**src/rtl/ascii_7seg_pkg.sv**
```systemverilog
// Shared constants, types and helpers for the ASCII 7-segment scan display.
package ascii_7seg_pkg;

  localparam logic [7:0] ASCII_SPACE     = 8'h20;
  localparam logic [7:0] ASCII_BS        = 8'h08;
  localparam logic [7:0] ASCII_CR        = 8'h0D;
  localparam logic [7:0] ASCII_PRINT_MIN = 8'h20;
  localparam logic [7:0] ASCII_PRINT_MAX = 8'h7E;

  // Segment order is {a,b,c,d,e,f,g}; 1 = segment lit.
  typedef logic [6:0] seg_pattern_t;

  localparam seg_pattern_t SEG_BLANK      = 7'b000_0000;
  localparam seg_pattern_t SEG_UNDERSCORE = 7'b000_1000;

  typedef enum logic {
    IDLE,
    CLEAR
  } state_t;

  function automatic logic is_printable(input logic [7:0] code);
    return (code >= ASCII_PRINT_MIN) && (code <= ASCII_PRINT_MAX);
  endfunction

endpackage

```
**src/rtl/ascii_seg_decoder.sv**
```systemverilog
// Combinational ASCII to active-high abcdefg glyph decoder.
module ascii_seg_decoder
  import ascii_7seg_pkg::*;
(
  input  logic [7:0]   ascii,
  output seg_pattern_t pattern
);

  always_comb begin
    pattern = is_printable(ascii) ? SEG_UNDERSCORE : SEG_BLANK;
    case (ascii)
      8'h20: pattern = SEG_BLANK;
      8'h30: pattern = 7'b111_1110;
      8'h31: pattern = 7'b011_0000;
      8'h32: pattern = 7'b110_1101;
      8'h33: pattern = 7'b111_1001;
      8'h34: pattern = 7'b011_0011;
      8'h35: pattern = 7'b101_1011;
      8'h36: pattern = 7'b101_1111;
      8'h37: pattern = 7'b111_0000;
      8'h38: pattern = 7'b111_1111;
      8'h39: pattern = 7'b111_1011;
      8'h2D: pattern = 7'b000_0001;
      8'h40: pattern = 7'b111_1101;
      // Letters without a clean glyph in one case borrow the other case.
      8'h41, 8'h61: pattern = 7'b111_0111;
      8'h42, 8'h62: pattern = 7'b001_1111;
      8'h43, 8'h63: pattern = 7'b100_1110;
      8'h44, 8'h64: pattern = 7'b011_1101;
      8'h45, 8'h65: pattern = 7'b100_1111;
      8'h46, 8'h66: pattern = 7'b100_0111;
      8'h48, 8'h68: pattern = 7'b011_0111;
      8'h49, 8'h69: pattern = 7'b011_0000;
      8'h4A, 8'h6A: pattern = 7'b011_1000;
      8'h4C, 8'h6C: pattern = 7'b000_1110;
      8'h50, 8'h70: pattern = 7'b110_0111;
      8'h55, 8'h75: pattern = 7'b011_1110;
      8'h59, 8'h79: pattern = 7'b011_1011;
      default: ;
    endcase
  end

endmodule

```
**src/rtl/ascii_7seg_scan_display.sv**
```systemverilog
// Multiplexed multi-digit 7-segment driver fed by an ASCII valid/ready stream.
// Optional cursor blink on digit 0 dp: define ASCII_7SEG_CURSOR_BLINK_EN.
module ascii_7seg_scan_display
  import ascii_7seg_pkg::*;
#(
  parameter int NUM_DIGITS     = 4,
  parameter int SCAN_DIV       = 50000,
  parameter int SEG_ACTIVE_LOW = 1,
  parameter int AN_ACTIVE_LOW  = 1
) (
  input  logic                  clk,
  input  logic                  reset,
  input  logic                  char_valid,
  input  logic [7:0]            char_data,
  output logic                  char_ready,
  input  logic                  clear,
  output logic [6:0]            seg,
  output logic                  dp,
  output logic [NUM_DIGITS-1:0] an,
  output logic                  busy
);

  localparam int PW = $clog2(SCAN_DIV);
  localparam int IW = ($clog2(NUM_DIGITS) > 1) ? $clog2(NUM_DIGITS) : 1;

  localparam seg_pattern_t SEG_OFF = (SEG_ACTIVE_LOW != 0) ? 7'h7F : 7'h00;
  localparam logic DP_OFF = (SEG_ACTIVE_LOW != 0);
  localparam logic [NUM_DIGITS-1:0] AN_ONE = NUM_DIGITS'(1);
  localparam logic [NUM_DIGITS-1:0] AN_RESET = (AN_ACTIVE_LOW != 0) ? ~AN_ONE : AN_ONE;
  localparam logic [IW-1:0] LAST_IDX = IW'(NUM_DIGITS - 1);
  localparam logic [PW-1:0] LAST_PRESC = PW'(SCAN_DIV - 1);

  state_t state_q, state_d;
  logic [IW-1:0] clr_idx_q, clr_idx_d;
  logic [7:0] char_buf_q [NUM_DIGITS];
  logic [7:0] char_buf_d [NUM_DIGITS];

  logic [PW-1:0] presc_q, presc_d;
  logic [IW-1:0] scan_idx_q, scan_idx_d;
  logic [NUM_DIGITS-1:0] an_q, an_d;
  seg_pattern_t seg_q, seg_d;
  logic dp_q, dp_d;

  logic xfer;
  logic scan_wrap;
  logic [NUM_DIGITS-1:0] onehot;
  seg_pattern_t scan_pattern;

  assign char_ready = (state_q == IDLE);
  assign busy       = (state_q == CLEAR);
  assign xfer       = char_valid && char_ready;
  assign seg        = seg_q;
  assign dp         = dp_q;
  assign an         = an_q;

  always_comb begin
    state_d    = state_q;
    clr_idx_d  = clr_idx_q;
    char_buf_d = char_buf_q;
    case (state_q)
      IDLE: begin
        if (clear) begin
          state_d   = CLEAR;
          clr_idx_d = '0;
        end else if (xfer) begin
          if (is_printable(char_data)) begin
            for (int unsigned i = 1; i < NUM_DIGITS; i++) begin
              char_buf_d[i] = char_buf_q[i-1];
            end
            char_buf_d[0] = char_data;
          end else if (char_data == ASCII_BS) begin
            for (int unsigned i = 0; i < NUM_DIGITS - 1; i++) begin
              char_buf_d[i] = char_buf_q[i+1];
            end
            char_buf_d[NUM_DIGITS-1] = ASCII_SPACE;
          end else if (char_data == ASCII_CR) begin
            state_d   = CLEAR;
            clr_idx_d = '0;
          end
        end
      end
      CLEAR: begin
        char_buf_d[clr_idx_q] = ASCII_SPACE;
        clr_idx_d = clr_idx_q + IW'(1);
        if (clr_idx_q == LAST_IDX) begin
          state_d = IDLE;
        end
      end
      default: state_d = IDLE;
    endcase
  end

  always_comb begin
    scan_wrap  = (presc_q == LAST_PRESC);
    presc_d    = scan_wrap ? '0 : presc_q + PW'(1);
    scan_idx_d = scan_idx_q;
    if (scan_wrap) begin
      scan_idx_d = (scan_idx_q == LAST_IDX) ? '0 : scan_idx_q + IW'(1);
    end
  end

  ascii_seg_decoder u_dec (
    .ascii   (char_buf_q[scan_idx_q]),
    .pattern (scan_pattern)
  );

  // Outputs are registered from the current index so an/seg/dp switch together.
  always_comb begin
    onehot             = '0;
    onehot[scan_idx_q] = 1'b1;
    an_d  = (AN_ACTIVE_LOW != 0) ? ~onehot : onehot;
    seg_d = (SEG_ACTIVE_LOW != 0) ? ~scan_pattern : scan_pattern;
  end

`ifdef ASCII_7SEG_CURSOR_BLINK_EN
  logic [7:0] blink_cnt_q, blink_cnt_d;
  logic       cursor_q, cursor_d;
  logic       frame_wrap;

  always_comb begin
    frame_wrap  = scan_wrap && (scan_idx_q == LAST_IDX);
    blink_cnt_d = blink_cnt_q;
    cursor_d    = cursor_q;
    if (xfer) begin
      blink_cnt_d = '0;
      cursor_d    = 1'b1;
    end else if (frame_wrap) begin
      blink_cnt_d = blink_cnt_q + 8'd1;
      if (blink_cnt_q == 8'hFF) begin
        cursor_d = ~cursor_q;
      end
    end
    dp_d = DP_OFF;
    if ((scan_idx_q == '0) && cursor_q) begin
      dp_d = ~DP_OFF;
    end
  end

  always_ff @(posedge clk or posedge reset) begin
    if (reset) begin
      blink_cnt_q <= '0;
      cursor_q    <= 1'b1;
    end else begin
      blink_cnt_q <= blink_cnt_d;
      cursor_q    <= cursor_d;
    end
  end
`else
  always_comb begin
    dp_d = DP_OFF;
  end
`endif

  always_ff @(posedge clk or posedge reset) begin
    if (reset) begin
      state_q    <= IDLE;
      clr_idx_q  <= '0;
      char_buf_q <= '{default: ASCII_SPACE};
      presc_q    <= '0;
      scan_idx_q <= '0;
      an_q       <= AN_RESET;
      seg_q      <= SEG_OFF;
      dp_q       <= DP_OFF;
    end else begin
      state_q    <= state_d;
      clr_idx_q  <= clr_idx_d;
      char_buf_q <= char_buf_d;
      presc_q    <= presc_d;
      scan_idx_q <= scan_idx_d;
      an_q       <= an_d;
      seg_q      <= seg_d;
      dp_q       <= dp_d;
    end
  end

endmodule

```
**config.mk**
```make
export PLATFORM = sky130hd
export DESIGN_NAME = ascii_7seg_scan_display
export DESIGN_NICKNAME = d
export VERILOG_FILES = /design/src/rtl/ascii_7seg_pkg.sv /design/src/rtl/ascii_seg_decoder.sv /design/src/rtl/ascii_7seg_scan_display.sv
export SDC_FILE = /design/constraint.sdc
export NUM_CORES = 1
export LEC_CHECK = 0
export ABC_AREA = 1
export BUFFER_PORTS_ARGS = -buffer_cell sky130_fd_sc_hd__buf_2
export CAP_MARGIN = 20
export CORE_MARGIN = 2
export CORE_UTILIZATION = 34
export CTS_BUF_LIST = sky130_fd_sc_hd__clkbuf_8 sky130_fd_sc_hd__clkbuf_16
export DETAILED_ROUTE_END_ITERATION = 10
export PLACE_DENSITY = 0.53
export SLEW_MARGIN = 10
export SYNTH_ARGS = -nofsm -noshare
export SYNTH_HDL_FRONTEND = slang
export SYNTH_SLANG_ARGS = --single-unit
export TNS_END_PERCENT = 20
```
**constraint.sdc**
```tcl
create_clock -name clk -period 1.9 [get_ports clk]
set_input_delay 0.38 -clock clk [delete_from_list [all_inputs] [get_ports clk]]
set_output_delay 0.38 -clock clk [all_outputs]
set_load 0.01 [all_outputs]
```
* Word level (Yosys, flattened, before mapping) *
Index checks and enable logic that the tools add are counted.

cells by class
  add/sub/neg operators = 3
  order comparisons = 9
  equality and inequality tests = 51
  mux-type cells = 29
  bitwise operators = 8
  reduce and logical (&&, ||, !) cells = 20

operators by type and width
  cell                     count
  $eq A8 B7 Y1 const B     27
  $pmux W7 S25             1
  $mux W32                 4
  $eq A8 B6 Y1 const B     12
  $pmux W32 S2             1
  $and A28 B28 Y28         1
  $not A28 Y28             1
  $mux W8                  3
  $reduce_or A2 Y1         12
  $add A16 B1 Y16 const B  1
  $bmux W8 S2              1
  $demux W8 S2             1
  $eq A16 B16 Y1 const B   1
  $eq A8 B4 Y1 const B     2
  $ge A8 B6 Y1 const B     2
  $le A8 B7 Y1 const B     2
  $mux W16                 1
  $mux W2                  6
  $ne A3 B1 Y1 const B     3
  $mux W1                  7
  $not A7 Y7               1
  $ge A3 B3 Y1 const B     2
  $ne A3 B3 Y1 const B     2
  $not A2 Y3               2
  other kinds (18)         24

storage, ports and cells
  register bits after elaboration = 64
  output and inout bits = 14

* Depth between registers and ports, before layout *
  depth in word-level cells = 9
  gate-level depth with buffers = 18
  depth with buffers taken out = 15

* Cells and area by module *
Synthesis repeated with hierarchy kept, for this count alone.

unflattened totals
  cell total of the unflattened synthesis = 643
  area total of the unflattened synthesis = 4374.2 µm²

by module, submodules not included
  module                   instances  cells an instance  area each (µm²)  sequential area each (µm²)
  ascii_7seg_scan_display  1          504                3726.1           1619.1
  ascii_seg_decoder        1          139                648.1            0.0

* Least setup slack after synthesis *
No wires, ideal clock.

  path kind = register to register
  from = register scan_idx_q[0]
  to = register seg_q[3] (netlist: seg[3])
  setup time = 0.078 ns
  arrival time = 1.635 ns
  data required time = 1.822 ns
  path slack = 0.187 ns
  cell stages (with the launch flop) = 17
  cell sequence = dfrtp_1 > buf_6 > inv_4 > buf_6 > nand2_1 > nand3_1 > nand2_1 > nand2_2 > nor2_1 > nand2_1 > nand2_1 > nor2_2 > nand2_1 > nor2_1 > nand2_1 > nand2_1 > nand2_1

on the way
  cells in the longest elaborated chain, start to end = 9
  elaborated cells on any way between the ends = 62
  classes of those cells = 2 x order compare; 39 x eq/ne; 5 x mux; 2 x bitwise; 14 x reduce/logical

RTL lines
  element                                         line                            text
  start: declaration                              ascii_7seg_scan_display.sv:39   logic [IW-1:0] scan_idx_q, scan_idx_d;
  start signal: assignment                        ascii_7seg_scan_display.sv:169  scan_idx_q <= scan_idx_d;
  $not A2 Y3 (not written as such) (*)            ascii_7seg_scan_display.sv:103  .ascii (char_buf_q[scan_idx_q]),
  $bmux W8 S2 (*)                                 ascii_7seg_scan_display.sv:103
  $mux W8 (not written as such) (*) (2 in a row)  ascii_7seg_scan_display.sv:103
  $ge A8 B6 Y1 or $le A8 B7 Y1 (tied branches)    ascii_7seg_pkg.sv:22            return (code >= ASCII_PRINT_MIN) && (code <= ASCII_PRINT_MAX);
  $logic_and A1 B1 Y1                             ascii_7seg_pkg.sv:22
  $mux W4                                         ascii_seg_decoder.sv:10         pattern = is_printable(ascii) ? SEG_UNDERSCORE : SEG_BLANK;
  $pmux W7 S25 (*)                                ascii_seg_decoder.sv:11         case (ascii)
  $not A7 Y7 (*)                                  ascii_7seg_scan_display.sv:112  seg_d = (SEG_ACTIVE_LOW != 0) ? ~scan_pattern : scan_pattern;
  net seg_d[3]                                    ascii_7seg_scan_display.sv:41   seg_pattern_t seg_q, seg_d;
  end signal: assignment                          ascii_7seg_scan_display.sv:171  seg_q <= seg_d;
  end: declaration                                ascii_7seg_scan_display.sv:41

Mark *: on every way through the listed nets, which the timed path passes. The rest lies on a longest branch. The select of a mux whose other input is x is not followed.
A chain may end at the register's enable or synchronous reset.

* Worst setup path in the final report *
  from = register scan_idx_q[0]
  to = register seg_q[1] (netlist: seg[1])

on the way
  cells in the longest elaborated chain, start to end = 8
  elaborated cells on any way between the ends = 58
  classes of those cells = 39 x eq/ne; 4 x mux; 2 x bitwise; 13 x reduce/logical

RTL lines
  element                                                         line
  $not A2 Y3 (not written as such) (*)                            ascii_7seg_scan_display.sv:103
  $bmux W8 S2 (*)                                                 ascii_7seg_scan_display.sv:103
  $mux W8 (not written as such) (*) (2 in a row)                  ascii_7seg_scan_display.sv:103
  $eq A8 B6 Y1 or $eq A8 B7 Y1 (tied branches)                    ascii_seg_decoder.sv:11
  $reduce_or A3 Y1 (no line) or $reduce_or A2 Y1 (tied branches)  --
  $pmux W7 S25 (*)                                                ascii_seg_decoder.sv:11
  $not A7 Y7 (*)                                                  ascii_7seg_scan_display.sv:112
  net seg_d[1]                                                    ascii_7seg_scan_display.sv:41

Marks and branches as above.

==> flow_summary.json <==
{
  "start_kind": "flip-flop",
  "cts.sinks": 64,
  "yosysUniqueCellTypes": 39,
  "skew_ns": 0.006281,
  "synth_compound_area_frac": 0.1247,
  "start_util": 0.3453,
  "syn_to_final_growth_pct": 24.11,
  "peakVddDrop_v": 0.0005380,
  "grt_overflow": 0,
  "met1_usage": 0.2322,
  "leakage_uw": 0.002543,
  "drt_iter0_markers": 207,
  "antenna_left": 0,
  "yosysWarnings": 0,
  "synth_top_family_by_area": "simple AND/OR/NAND/NOR gates",
  "grt_pass1_vias": 3728,
  "syn_nets": 597,
  "hold_viol_final": 0,
  "gp_congestion": 0.8605,
  "synth_edf_count": 0,
  "fin_ws_ns": -0.1061,
  "yosys.area_share.simple": 0.3556,
  "wl_per_cell_um": 13.99,
  "clk_latency_ns": 0.33,
  "yosysMostFrequentCell": "nand2_1",
  "hold_class": "in -> async",
  "reg2reg_setup_slack_ns": -0.11,
  "yosys.area_share.xor_xnor": 0.006416,
  "period_share": 1.056,
  "critPathKind": "reg -> reg",
  "cts_buffers": 9,
  "vias": 3933,
  "finish.instance_area_mm2": 0.005082,
  "crit_required_ns": 2.17,
  "ios": 26,
  "clkTransAtPathRegs_ns": 0.05,
  "avgViaCountPerCell": 5.049,
  "place_hpwl_um": 7815,
  "critPathCaptureType": "flip-flop",
  "met3_usage": 0.04304,
  "htree_levels": 3,
  "setup_violations": 6,
  "final_util": 0.4285,
  "synth_ff_type": "dfrtp_1",
  "grt_max_degree": 65,
  "fmax_mhz": 498.5,
  "drv_cap": 0,
  "core-area_mm2": 0.01186,
  "synth_area_leaders": "dfrtp_1 (31%), nand2_1 (16%), dfstp_2 (9.0%)",
  "preCtsSetupSlack_ns": -0.1504,
  "ys_ff_latch": 64,
  "drive_gt1_frac": 0.2547,
  "ys_seq_area_frac": 0.3954,
  "place_area_mm2": 0.004458,
  "antenna_found_initial": 0,
  "syn_area_per_cell_um2": 7.110,
  "chipHeight_um": 113.8,
  "first_pass_iters": 4,
  "syn_area_mm2": 0.004095,
  "cp_max_fo": 6,
  "fin_setup_tns_ns": -0.3218,
  "synth_top_area_frac": 0.3055,
  "dieArea_mm2": 0.01294,
  "fin_crit_ns": 2.006,
  "holdWs_ns": 0.1316,
  "dieWidth_um": 113.8,
  "violations": "setup timing",
  "post-synth-top-area-cell": "dfrtp_1",
  "cts_buffer_depth": 2,
  "grt-busiest-layer": "met2",
  "synth-adder-area-share": 0.02750,
  "row_count": 40,
  "grtUsageTotal": 0.1778,
  "root_buffer": "clkbuf_16",
  "route.detailed.drc": 0,
  "postRouteWirelength_um": 10900,
  "fin_nets": 648,
  "ys_top_cells_by_count": "nand2_1 (175), inv_1 (56), nor2_1 (52)",
  "slew_violations": 0,
  "syn_inst": 576,
  "status": "finished, violations left",
  "gr-usage-met2": 0.2902,
  "slew-limit-headroom": 0.5785,
  "antenna_cells": 0,
  "pwr_density_cell_mw_per_mm2": 1024,
  "cp.arrival_ns": 2.27,
  "async_flop_share": 1.000,
  "grt_pass1_wl_um": 18310,
  "cts_tree": "built",
  "muxShareOfSynthArea": 0,
  "portBuffers": 24,
  "worstMarginPinSlew_ns": 0.6315,
  "rsz0062_at_grt": "true"
}
[report_power, final]
| part | switching, uW | total (uW) | internal [uW] |
|---|---|---|---|
| registers | 297 | 1950 | 1660 |
| logic | 930 | 1510 | 576 |
| clock network | 591 | 1740 | 1150 |
| total | 1820 | 5200 | 3380 |
[repair_timing]
item / CTS / global route
setup endpoints to repair: 6 / 9
gates cloned: 1 / 1
pin swaps: 1 / 17
hold endpoints to repair: 0 / 0
hold buffers: 0 / 0
buffers inserted: 2 / 10
resized for setup: 8 / 51
[metrics by stage]
step                      power, uW  instances
after floorplan                2846        576
after global placement         3379        749
after detailed placement       3405        749
after CTS                      5184        768
after global routing           5552        779
final                          5202        779
[kinds of logic after synthesis]
group / count (synthesis)
other: 1
DFF: 64
adders and majority gates: 9
and+or+nand+nor: 331
AOI/OAI and AO/OA: 87
buffers and inverters: 81
xor gates and xnor gates: 3
[sequential cells by signal, indices dropped and copies added, names as in the netlist]
register	count
seg	7
an	4
presc_q	16
busy	1
char_buf_q	32
clr_idx_q	2
scan_idx_q	2
[worst max-delay path, stage by stage, from the launching register on]
cell        delay [ns]
dfrtp_2           0.45
clkinvlp_4        0.19
buf_6             0.17
nand2_2           0.05
nand3_2           0.08
nand2_4           0.10
nand2_4           0.08
nor2_4            0.26
inv_2             0.09
nor2_1            0.28
nor3_2            0.08
nand2_1           0.07
nor2_1            0.04
[routing by layer]
metal,vias to the layer above,wire (um),share of wire
li1,1974,-,-
met1,1862,5041,0.46
met2,83,5226,0.48
met3,14,497,0.046
met4,0,136,0.012
met5,-,0,0
[final cells by class]
| class | count | area (um^2) |
|---|---|---|
| fillers | 1236 | 6779 |
| multi-input cells | 432 | 2312 |
| flip-flops and latches | 64 | 1620 |
| repair buffers | 58 | 404.1 |
| clock buffers | 13 | 280.3 |
| inverters | 61 | 235.2 |
| well taps | 147 | 183.9 |
| clock inverters | 3 | 38.79 |
| repair inverters | 1 | 7.507 |
[worst paths after layout]
kind                                from             to  cells after the start
min in group clk                   clear           busy                      3
max in group asynchronous          reset         seg[6]                      3
hold / removal                     reset  char_buf_q[8]                      3
setup / recovery           scan_idx_q[0]         seg[1]                     12
setup reg to reg           scan_idx_q[0]         seg[1]                     12
hold reg to reg               presc_q[0]     presc_q[0]                      1
[placed cells by master, fill, tap and decap left out, types with 12 or more instances in the layout]
| cell type | Yosys | layout |
|---|---|---|
| o21ai_0 | 40 | 39 |
| nor2_1 | 52 | 44 |
| nand2_2 | 14 | 30 |
| dfstp_2 | 14 | 14 |
| a21oi_1 | 14 | 14 |
| buf_4 | 3 | 31 |
| buf_2 | 3 | 24 |
| dfrtp_1 | 50 | 49 |
| nor2_4 | 2 | 12 |
| nand2_1 | 175 | 152 |
| inv_1 | 56 | 56 |
| nand4_1 | 13 | 13 |
| nand3_1 | 46 | 43 |
No activity file was read; power rests on OpenSTA's default activity.
